## src/rtl/slice_add_pkg.sv

```systemverilog
// Shared constants and state encoding for the slice-serial adder.
package slice_add_pkg;

    localparam int unsigned SLICE_W = 4;

    typedef enum logic [1:0] {
        IDLE = 2'd0,
        RUN  = 2'd1,
        DONE = 2'd2
    } state_t;

endpackage

```

## src/rtl/r4_adder.sv

```systemverilog
// Gate-level 4-bit ripple-carry adder slice.
module r4_adder (
    input  logic [3:0] a,
    input  logic [3:0] b,
    input  logic       cin,
    output logic [3:0] s,
    output logic       cout
);

    logic [4:0] c;
    logic [3:0] p;
    logic [3:0] g;

    assign c[0] = cin;
    assign p    = a ^ b;
    assign g    = a & b;

    for (genvar i = 0; i < 4; i++) begin : g_bit
        assign s[i]     = p[i] ^ c[i];
        assign c[i+1]   = g[i] | (p[i] & c[i]);
    end

    assign cout = c[4];

endmodule

```

## src/rtl/slice_add_seq.sv

```systemverilog
// Multi-cycle WIDTH-bit adder using one 4-bit slice per clock, LSB first.
// Define SLICE_ADD_SEQ_SUB_EN to add a 'sub' input selecting A-B.
module slice_add_seq
    import slice_add_pkg::*;
#(
    parameter int unsigned NSLICES = 4,
    localparam int unsigned WIDTH  = SLICE_W * NSLICES
) (
    input  logic             clk,
    input  logic             rst,
    input  logic             in_valid,
    output logic             in_ready,
    input  logic [WIDTH-1:0] a,
    input  logic [WIDTH-1:0] b,
    input  logic             cin,
`ifdef SLICE_ADD_SEQ_SUB_EN
    input  logic             sub,
`endif
    output logic             out_valid,
    input  logic             out_ready,
    output logic [WIDTH-1:0] sum,
    output logic             cout
);

    localparam int unsigned IDXW = (NSLICES > 1) ? $clog2(NSLICES) : 1;
    localparam logic [IDXW-1:0] LAST = IDXW'(NSLICES - 1);

    state_t             state;
    logic [IDXW-1:0]    idx;
    logic [WIDTH-1:0]   a_r;
    logic [WIDTH-1:0]   b_r;
    logic               carry_r;
    logic [SLICE_W-1:0] slice_s;
    logic               slice_c;
    logic [WIDTH-1:0]   b_in;
    logic               c_in;

`ifdef SLICE_ADD_SEQ_SUB_EN
    // Subtract as A + ~B + 1; cout then reads as "no borrow".
    assign b_in = sub ? ~b : b;
    assign c_in = sub | cin;
`else
    assign b_in = b;
    assign c_in = cin;
`endif

    r4_adder u_slice (
        .a    (a_r[SLICE_W*idx +: SLICE_W]),
        .b    (b_r[SLICE_W*idx +: SLICE_W]),
        .cin  (carry_r),
        .s    (slice_s),
        .cout (slice_c)
    );

    always_ff @(posedge clk or posedge rst) begin
        if (rst) begin
            state     <= IDLE;
            idx       <= '0;
            a_r       <= '0;
            b_r       <= '0;
            carry_r   <= 1'b0;
            sum       <= '0;
            cout      <= 1'b0;
            out_valid <= 1'b0;
            in_ready  <= 1'b1;
        end else begin
            unique case (state)
                IDLE: begin
                    if (in_valid) begin
                        a_r      <= a;
                        b_r      <= b_in;
                        carry_r  <= c_in;
                        idx      <= '0;
                        in_ready <= 1'b0;
                        state    <= RUN;
                    end
                end
                RUN: begin
                    sum[SLICE_W*idx +: SLICE_W] <= slice_s;
                    carry_r                     <= slice_c;
                    idx                         <= idx + 1'b1;
                    if (idx == LAST) begin
                        cout      <= slice_c;
                        out_valid <= 1'b1;
                        state     <= DONE;
                    end
                end
                DONE: begin
                    if (out_ready) begin
                        out_valid <= 1'b0;
                        in_ready  <= 1'b1;
                        state     <= IDLE;
                    end
                end
                default: begin
                    state     <= IDLE;
                    out_valid <= 1'b0;
                    in_ready  <= 1'b1;
                end
            endcase
        end
    end

endmodule
```

## config.mk

```make
export PLATFORM = sky130hd
export DESIGN_NAME = slice_add_seq
export DESIGN_NICKNAME = d
export VERILOG_FILES = /design/src/rtl/slice_add_pkg.sv /design/src/rtl/r4_adder.sv /design/src/rtl/slice_add_seq.sv
export SDC_FILE = /design/constraint.sdc
export NUM_CORES = 1
export LEC_CHECK = 0
export CORE_MARGIN = 2
export CORE_UTILIZATION = 46
export CTS_CLUSTER_SIZE = 8
export DETAILED_ROUTE_END_ITERATION = 10
export GPL_ROUTABILITY_DRIVEN = 0
export PLACE_DENSITY_LB_ADDON = 0.2
export RECOVER_POWER = 25
export SLEW_MARGIN = 20
export SYNTH_ARGS = -nofsm -noshare
export SYNTH_HDL_FRONTEND = slang
export SYNTH_SLANG_ARGS = --single-unit
```

## constraint.sdc

```tcl
create_clock -name clk -period 2.7 [get_ports clk]
set_clock_uncertainty 0.2 [all_clocks]
set_input_delay 0.405 -clock clk [delete_from_list [all_inputs] [get_ports clk]]
set_output_delay 0.405 -clock clk [all_outputs]
set_load 0.1 [all_outputs]
```

### After elaboration in Yosys (flattened, before gate mapping)

Cells that the tools add are included.
W data, S select, Z words.

| word-level totals | value |
|---|---|
| bits of input ports | 37 |
| output and inout port bits | 19 |
| logic and storage cells | 60 |
| register bits | 56 |

| cells by class | value |
|---|---|
| reductions and logical operators | 8 |
| mux-type cells | 15 |
| bitwise gates (word level) | 16 |
| add/subtract/negate cells | 2 |
| shift operators | 4 |
| equal/unequal tests | 6 |

Operators with widths:

| cell | number |
|---|---|
| $neg A4 Y34 | 1 |
| $shift A4 B34 Y16 const A | 1 |
| $shiftx A4 B34 Y16 | 1 |
| $shiftx A16 B5 Y4 | 2 |
| $bwmux W16 | 1 |
| $reduce_and A3 Y1 | 3 |
| $mux W2 | 4 |
| $ne A2 B2 Y1 const B | 3 |
| $pmux W1 S3 | 2 |
| $pmux W2 S3 | 1 |
| $reduce_and A2 Y1 | 3 |
| $mux W1 | 5 |
| $and A1 B1 Y1 | 4 |
| $and A4 B4 Y4 | 1 |
| $eq A2 B2 Y1 const B | 2 |
| $or A1 B1 Y1 | 4 |
| $pmux W2 S2 | 1 |
| $xor A1 B1 Y1 | 4 |
| $xor A4 B4 Y4 | 1 |
| $add A2 B1 Y2 const B | 1 |
| $eq A2 B1 Y1 const B | 1 |
| $logic_not A2 Y1 | 1 |
| $not A1 Y1 | 2 |
| $pmux W1 S2 | 1 |
| $reduce_bool A2 Y1 | 1 |

### Longest topological paths before layout

Gate-level depths: netlist of run 1.

| depth | value |
|---|---|
| word-level depth | 11 |
| depth in mapped cells | 12 |
| depth with buffers taken out | 10 |

### Hierarchy

Synthesis of run 1 repeated with hierarchy kept, for this count alone.

| second synthesis, totals | value |
|---|---|
| cell total of the unflattened synthesis | 191 |
| area total of the unflattened synthesis | 2631.3 µm² |

Modules (own cells, without submodules):

| module | instances | cells an instance | area an instance (µm²) | sequential area each (µm²) |
|---|---|---|---|---|
| slice_add_seq | 1 | 177 | 2513.7 | 1402.6 |
| r4_adder | 1 | 14 | 117.6 | 0.0 |

### Least setup slack after synthesis of run 1

OpenSTA, ideal clock, no wires.

| timing | value |
|---|---|
| kind | flip-flop to flip-flop |
| start | register idx[0] |
| end | register sum[3] |
| data required time | 2.377 ns |
| data arrival time | 2.649 ns |
| setup slack | -0.272 ns |
| setup time | 0.123 ns |
| cell stages (with the launch flop) | 11 |
| period minus slack after synthesis | 2.972 ns |
| path buffers | 2 |
| path through | dfrtp_1 > buf_2 > buf_2 > mux4_2 > fa_1 > inv_1 > fa_1 > fa_1 > inv_1 > fa_1 > a22o_1 |

| on the way | value |
|---|---|
| word-level cells in the longest chain between the ends | 11 |
| elaborated cells between the ends (all ways) | 18 |
| those cells by class | 1 x add/sub; 4 x shift; 1 x mux; 12 x bitwise |

RTL lines:

| element | line | RTL |
|---|---|---|
| from (decl) | slice_add_seq.sv:29 | `logic [IDXW-1:0] idx;` |
| from (signal assigned) | slice_add_seq.sv:81 | `idx <= idx + 1'b1;` |
| $shiftx A16 B5 Y4 (on tied branches) | slice_add_seq.sv:48, slice_add_seq.sv:49 |  |
| $xor A4 B4 Y4 | r4_adder.sv:15 | `assign p = a ^ b;` |
| $and A1 B1 Y1 | r4_adder.sv:20 | `assign c[i+1] = g[i] \| (p[i] & c[i]);` |
| $or A1 B1 Y1 | r4_adder.sv:20 |  |
| $and A1 B1 Y1 | r4_adder.sv:20 |  |
| $or A1 B1 Y1 | r4_adder.sv:20 |  |
| $and A1 B1 Y1 | r4_adder.sv:20 |  |
| $or A1 B1 Y1 | r4_adder.sv:20 |  |
| $xor A1 B1 Y1 | r4_adder.sv:19 | `assign s[i] = p[i] ^ c[i];` |
| $shiftx A4 B34 Y16 | slice_add_seq.sv:79 | `sum[SLICE_W*idx +: SLICE_W] <= slice_s;` |
| $bwmux W16 * | slice_add_seq.sv:79 |  |
| to (signal, indexed assignment) | slice_add_seq.sv:79 |  |
| to (decl) | slice_add_seq.sv:21 | `output logic [WIDTH-1:0] sum,` |

Mark *: on every way between the ends. The rest lies on a longest branch, timed or not.
A chain may end at the register's enable or synchronous reset.

### Worst setup path after layout of run 1

| timing | value |
|---|---|
| start | register idx[1] |
| end | register sum[7] |

Same word-level chain as after synthesis.

==> run summary, run 1 <==
## Status
* finished with violations — outcome
* negative setup slack — violated checks

## Logic synthesis
* 0 — number of warnings issued by yosys
* 238 — Synth Net Count
* dfrtp_1 52%, mux2_1 12%, mux4_2 6.8%, fa_1 3.0%, ha_1 2.8% — synth top area cells
* 13.9 um^2 — average cell area after synthesis
* 51.8% — portion of synthesized cell area occupied by the leading cell type
* 52.8% — share of the yosys chip area belonging to registers
* dfrtp_1 — cell taking the most area after synthesis
* 191 — Gate Count Post-Synth
* 40 — Netlist cell types
* 56 — FF+latch count, synth
* 0.00266 mm^2 — Cell Area, Synth

## Clock network
* clkbuf_8 — clk root buf
* 2 — total number of H-tree levels
* 0.31 ns — insertion delay of the later-clocked pin in the worst-skew pair
* 2 — maximum buffer depth of the clock tree
* 0 — setup bufs post-CTS
* 0 — hold buffer count at cts
* yes — CTS tree
* 0.11 ns — register clock-pin slew on the reported worst setup and hold paths
* 56 — clock net sink count
* 5 — number of buffers created by CTS

## Layout
* 329 — count of non-filler cells in the finished layout
* 469 — total of fill cells in the finished design
* 28.2% — area delta synth->final
* 303 — net count of the finished layout
* dfrtp_1 — most common library cell in the layout ignoring fill and taps
* 54 x dfrtp_1, 35 x clkdlybuf4s50_1, 29 x buf_4 — most frequent cells in the layout
* 0 — number of antenna diodes
* 26.5% — fraction of final layout cells with drive strength greater than 1
* 61.5% — utilization of the core after routing

## Worst setup path
* reg -> reg — worst setup path class
* 2.84 ns — Arr. time, crit path
* flop — crit path launch type
* 9 — depth of the worst register-to-register path
* idx[1] — launching element of the worst setup path
* flop — type of element capturing the critical path
* 2.74 ns — data required time at the worst endpoint
* idx[1] — startpoint of the worst register-to-register path
* 4 — Max Fanout on Critical Path

## Global route
* 8.48 mm — first-pass GRT wire length
* 0 — total grt overflow
* 1759 — vias in the first global route
* 0 — initial antenna violation count
* 35 — pin count of the biggest net entering global routing
* 17.1% — GRT Resource Usage Total

## STA
* 0 — final-report max-slew violation count
* 2.80 ns — post-layout minimum cycle time
* 0.869 ns — slew of the pin with the lowest slew margin
* -0.102 ns — worst setup margin
* 0 — final hold violations
* 104% — share of the cycle needed by the critical path after routing
* 357 MHz — Fmax
* -0.309 ns — total negative setup slack
* 42.0% — normalized max-slew margin
* 5 — Finish-stage setup viols
* yes — RSZ-0062 raised after global routing
* 0.290 ns — worst hold margin

## Routing
* 15.0 um — wire per inst
* 72 — drt first-iter violations
* 4.92 mm — total wire length
* 1668 — via count
* 5.07 — post-DR vias/cell
* 0 — number of nets with antenna violations after detailed routing
* 0 — number of remaining DRC errors
* 4 — iteration count of the initial detailed-routing pass

## Die
* 0.00640 mm^2 — area enclosed by the die boundary
* 80.0 um — die height
* 47.9% — starting density of the core
* 0.00554 mm^2 — core region area
* 56 — IO Pins
* 80.0 um — die extent in x
* 27 — number of standard-cell rows in the floorplan

## Flow run
* 0 — Max-cap violations

## Place
* 55 — Port Buf Inserts
* 321 — Post-Place Cells
* 3.79 mm — post-detailed-placement half-perimeter wirelength

## Hold path
* 2 — hold depth
* reg -> reg — path class of the lowest-slack min-delay path
* sum[10] — Hold Crit Start

## metrics by stage
stage,area [um^2],worst slack (ns)
floorplan,2690,-0.174
global placement,3300,-0.0613
detailed placement,3300,-0.100
CTS,3410,-0.123
global route,3410,-0.226
finish,3410,-0.102
## worst max-delay path, cell delays in order, from the launching register on
cell	delay, ns
dfrtp_2	0.41
mux4_2	0.53
fa_2	0.35
inv_2	0.06
fa_2	0.18
fa_2	0.19
inv_2	0.04
fa_2	0.57
nand3_2	0.07
o21ai_1	0.13
## cells in the mapped netlist, drive strengths merged
master,n
dfstp,1
o21ai,6
a21o,1
o21a,1
nor2b,1
nand4b,1
nand3b,2
nand2,19
and4b,1
fa,4
buf,9
nor4b,1
inv,10
a22o,4
nand2b,2
nand4,1
mux2,33
mux4,8
a21oi,3
o41ai,2
dfrtp,55
and2b,1
nor3b,2
ha,6
o2bb2ai,4
nor2,6
nor3,1
and4,1
nand3,2
o31ai,3
## final cells by class
type	instances	area (um^2)	area share (%)
Multi-Input combinational cell	116	1160	34.1
Inverter	10	37.5	1.10
Timing Repair Buffer	67	603	17.7
Clock inverter	3	42.5	1.25
Sequential cell	56	1400	41.2
Clock buffer	5	68.8	2.02
Tap cell	72	90.1	2.65
## layer usage
layer | wire length, um | GRT usage, % | vias up
met5 | 0 | 0 | -
met4 | 20 | 3.05 | 0
met3 | 228 | 4.41 | 4
met2 | 2300 | 26.5 | 42
met1 | 2380 | 24.6 | 815
li1 | - | - | 807
## sequential cells by signal (all words and copies together), names as in the netlist
| signal | flops |
|---|---|
| b_r | 16 |
| a_r | 16 |
| out_valid | 1 |
| state | 2 |
| idx | 2 |
| carry_r | 1 |
| cout | 1 |
| sum | 16 |
| in_ready | 1 |
## cell families (layout without fill, tap and decap cells)
group / Yosys count / count (layout) / share of synthesized area, %
flops: 56 / 56 / 52.8
mux: 41 / 41 / 20.9
simple gates: 41 / 41 / 9.66
compound gates: 24 / 24 / 6.41
buf+inv: 19 / 85 / 4.38
fa+ha+maj: 10 / 10 / 5.84
## what timing repair did
item | 4_1_cts | 5_1_grt
gates resized for setup | 0 | 2
setup endpoints to repair | 6 | 7
pin swaps | 3 | 2
gates cloned | 0 | 0
## worst paths after layout
| kind | to | slack (ns) |
|---|---|---|
| max | sum[7] | -0.10 |
| min | sum[10] | 0.29 |
| max reg2reg | sum[7] | -0.10 |
| min reg2reg | sum[10] | 0.29 |
| max in group asynchronous | idx[1] | 0.44 |
| min in group asynchronous | sum[4] | 0.50 |
Power of run 1 is left out: the tool's default activity adds up to more than one toggle a clock period on the data nets, which glitch-free logic cannot reach.
==> run 2, diff against run 1 <==
- CAP_MARGIN: not set -> 20
- SLEW_MARGIN: 20 -> not set
- SYNTH_HIERARCHICAL: not set -> 1
==> run summary, run 2 <==
## Status
* finished with violations — outcome
* negative setup slack — violated checks

## Worst setup path
* mux4_2 -> inv_2 -> fa_1 -> inv_1 -> fa_2 -> fa_2 -> inv_2 -> fa_1 -> inv_2 -> nand3_1 -> o2bb2ai_2 — cells along the critical path
* mux4_2 — Slowest cell on crit path
* idx[0] — startpoint of the worst register-to-register path
* reg -> reg — worst setup path class
* 2.98 ns — Arr. time, crit path
* flop — crit path launch type
* 4 — Max Fanout on Critical Path
* flop — type of element capturing the critical path
* inv_2 — most frequent cell on the critical path
* 0.51 ns — slowest cell delay on critical path
* 2.74 ns — data required time at the worst endpoint
* idx[0] — launching element of the worst setup path

## Die
* 0.00634 mm^2 — area enclosed by the die boundary
* 47.8% — starting density of the core
* 0.00551 mm^2 — core region area
* 79.6 um — die extent in x
* 79.6 um — die height
* 27 — number of standard-cell rows in the floorplan
* 56 — IO Pins

## Logic synthesis
* 56 — FF+latch count, synth
* 6 — number of warnings issued by yosys
* dfrtp_1 — dominant cell by count in the synthesized netlist
* 0 — Post-synth EDFFs
* 0.00263 mm^2 — Cell Area, Synth
* 13.8 um^2 — average cell area after synthesis
* 100% — FFs w/ async S/R, synth
* dfrtp_1 — cell taking the most area after synthesis
* 238 — Synth Net Count
* 31 — Netlist cell types
* 53.3% — share of the yosys chip area belonging to registers
* 55 x dfrtp_1, 33 x mux2_2, 18 x nand2_1, 13 x inv_1 — leading post-synthesis cells by instance count
* 52.3% — portion of synthesized cell area occupied by the leading cell type
* dfrtp_1 — Top FF cell, synth
* 191 — Gate Count Post-Synth
* dfrtp_1 52%, mux2_2 14%, mux4_2 6.8%, fa_1 3.0%, ha_1 2.9% — synth top area cells

## Layout
* 0 — number of antenna diodes
* 0.00331 mm^2 — Post-Layout Inst Area
* 298 — net count of the finished layout
* dfrtp_1 — most common library cell in the layout ignoring fill and taps
* a_r (16), b_r (16), sum (16) — largest registers
* 25.8% — area delta synth->final
* 34.1% — fraction of final layout cells with drive strength greater than 1
* 54 x dfrtp_1, 35 x clkdlybuf4s50_1, 33 x mux2_2 — most frequent cells in the layout
* 324 — count of non-filler cells in the finished layout

## Routing
* 1676 — via count
* 4 — iteration count of the initial detailed-routing pass
* 0 — number of remaining DRC errors
* 87 — drt first-iter violations
* 5.17 — post-DR vias/cell
* 0 — number of nets with antenna violations after detailed routing
* 4.93 mm — total wire length
* 15.2 um — wire per inst

## STA
* 8.22% — normalized max-slew margin
* 0 — final-report max-slew violation count
* 1.38 ns — slew of the pin with the lowest slew margin
* 109% — share of the cycle needed by the critical path after routing
* 6 — Finish-stage setup viols
* 340 MHz — Fmax
* 0 — final hold violations
* -0.242 ns — worst setup margin
* 2.94 ns — post-layout minimum cycle time
* yes — RSZ-0062 raised after global routing

## Global route
* 0 — initial antenna violation count
* 1750 — vias in the first global route
* 17.6% — GRT Resource Usage Total
* 8.57 mm — first-pass GRT wire length
* 57 — pin count of the biggest net entering global routing
* 0 — total grt overflow

## Place
* 55 — Port Buf Inserts
* 316 — Post-Place Cells
* 3.65 mm — post-detailed-placement half-perimeter wirelength
* 0.00323 mm^2 — placement-stage cell area

## Clock network
* 0 — setup bufs post-CTS
* yes — CTS tree
* 5 — number of buffers created by CTS
* 0.10 ns — register clock-pin slew on the reported worst setup and hold paths
* clkbuf_8 — clk root buf
* 2 — total number of H-tree levels
* 56 — clock net sink count
* 2 — maximum buffer depth of the clock tree
* 0 — hold buffer count at cts
* 0.31 ns — insertion delay of the later-clocked pin in the worst-skew pair

## Flow run
* 0 — Max-cap violations

## Hold path
* reg -> reg — path class of the lowest-slack min-delay path
* sum[8] — Hold Crit Start

[run 2: logic make-up (layout without fill, tap and decap cells)]
logic type      after synthesis  in the layout  synth area share, %
buf+inv                      21             82                 4.23
flops                        56             56                 53.3
fa+ha+maj                    10             10                 5.90
simple gates                 38             38                 8.89
mux                          41             41                 21.0
compound gates               25             25                 6.70
[run 2: routing by layer]
metal	track usage (%)	vias up	part of all wire (%)
met1	25.1	829	46
met3	4.19	5	4.8
met5	0	-	0
met2	27.1	47	48
li1	-	795	-
met4	4.66	0	1.0
[run 2: final timing paths]
path	cells past startpoint	slack, ns	to
setup / recovery	11	-0.24	sum[3]
hold / removal	2	0.29	sum[8]
setup reg to reg	11	-0.24	sum[3]
hold reg to reg	2	0.29	sum[8]
max in group asynchronous	3	0.58	idx[0]
min in group asynchronous	3	0.81	sum[4]
[run 2: per-stage QoR]
step                      worst slack [ns]  hold slack, ns  setup TNS, ns  utilization (%)
after floorplan                     -0.356           0.275          -1.52                -
after CTS                           -0.257           0.272         -0.890             60.3
after detailed placement            -0.251           0.274         -0.788             58.6
final                               -0.242           0.290         -0.799             60.1
after global placement              -0.186           0.264         -0.538             58.6
after global routing                -0.388           0.318          -1.67             60.1
[run 2: final cells by class]
| class | count | area [um^2] |
|---|---|---|
| well taps | 72 | 90.1 |
| clock inverters | 2 | 10.0 |
| flip-flops and latches | 56 | 1400 |
| fillers | 447 | 2200 |
| clock buffers | 6 | 82.6 |
| inverters | 13 | 48.8 |
| multi-input cells | 114 | 1130 |
| repair buffers | 61 | 546 |
[run 2: repair_timing]
| item | CTS | global route |
|---|---|---|
| gates resized for setup | 0 | 1 |
| setup endpoints to repair | 6 | 7 |
| pin swaps | 1 | 0 |
| hold endpoints to repair | 0 | 0 |
[run 2: worst max-delay path, delay by kind of cell, from the launching register on]
kind | cells | cell delay (ns)
and+or+nand+nor | 1 | 0.08
muxes | 1 | 0.51
DFF | 1 | 0.41
AOI/OAI and AO/OA | 1 | 0.12
adders and majority gates | 4 | 1.28
buffers and inverters | 4 | 0.27
Power of run 2 is left out for the same reason.
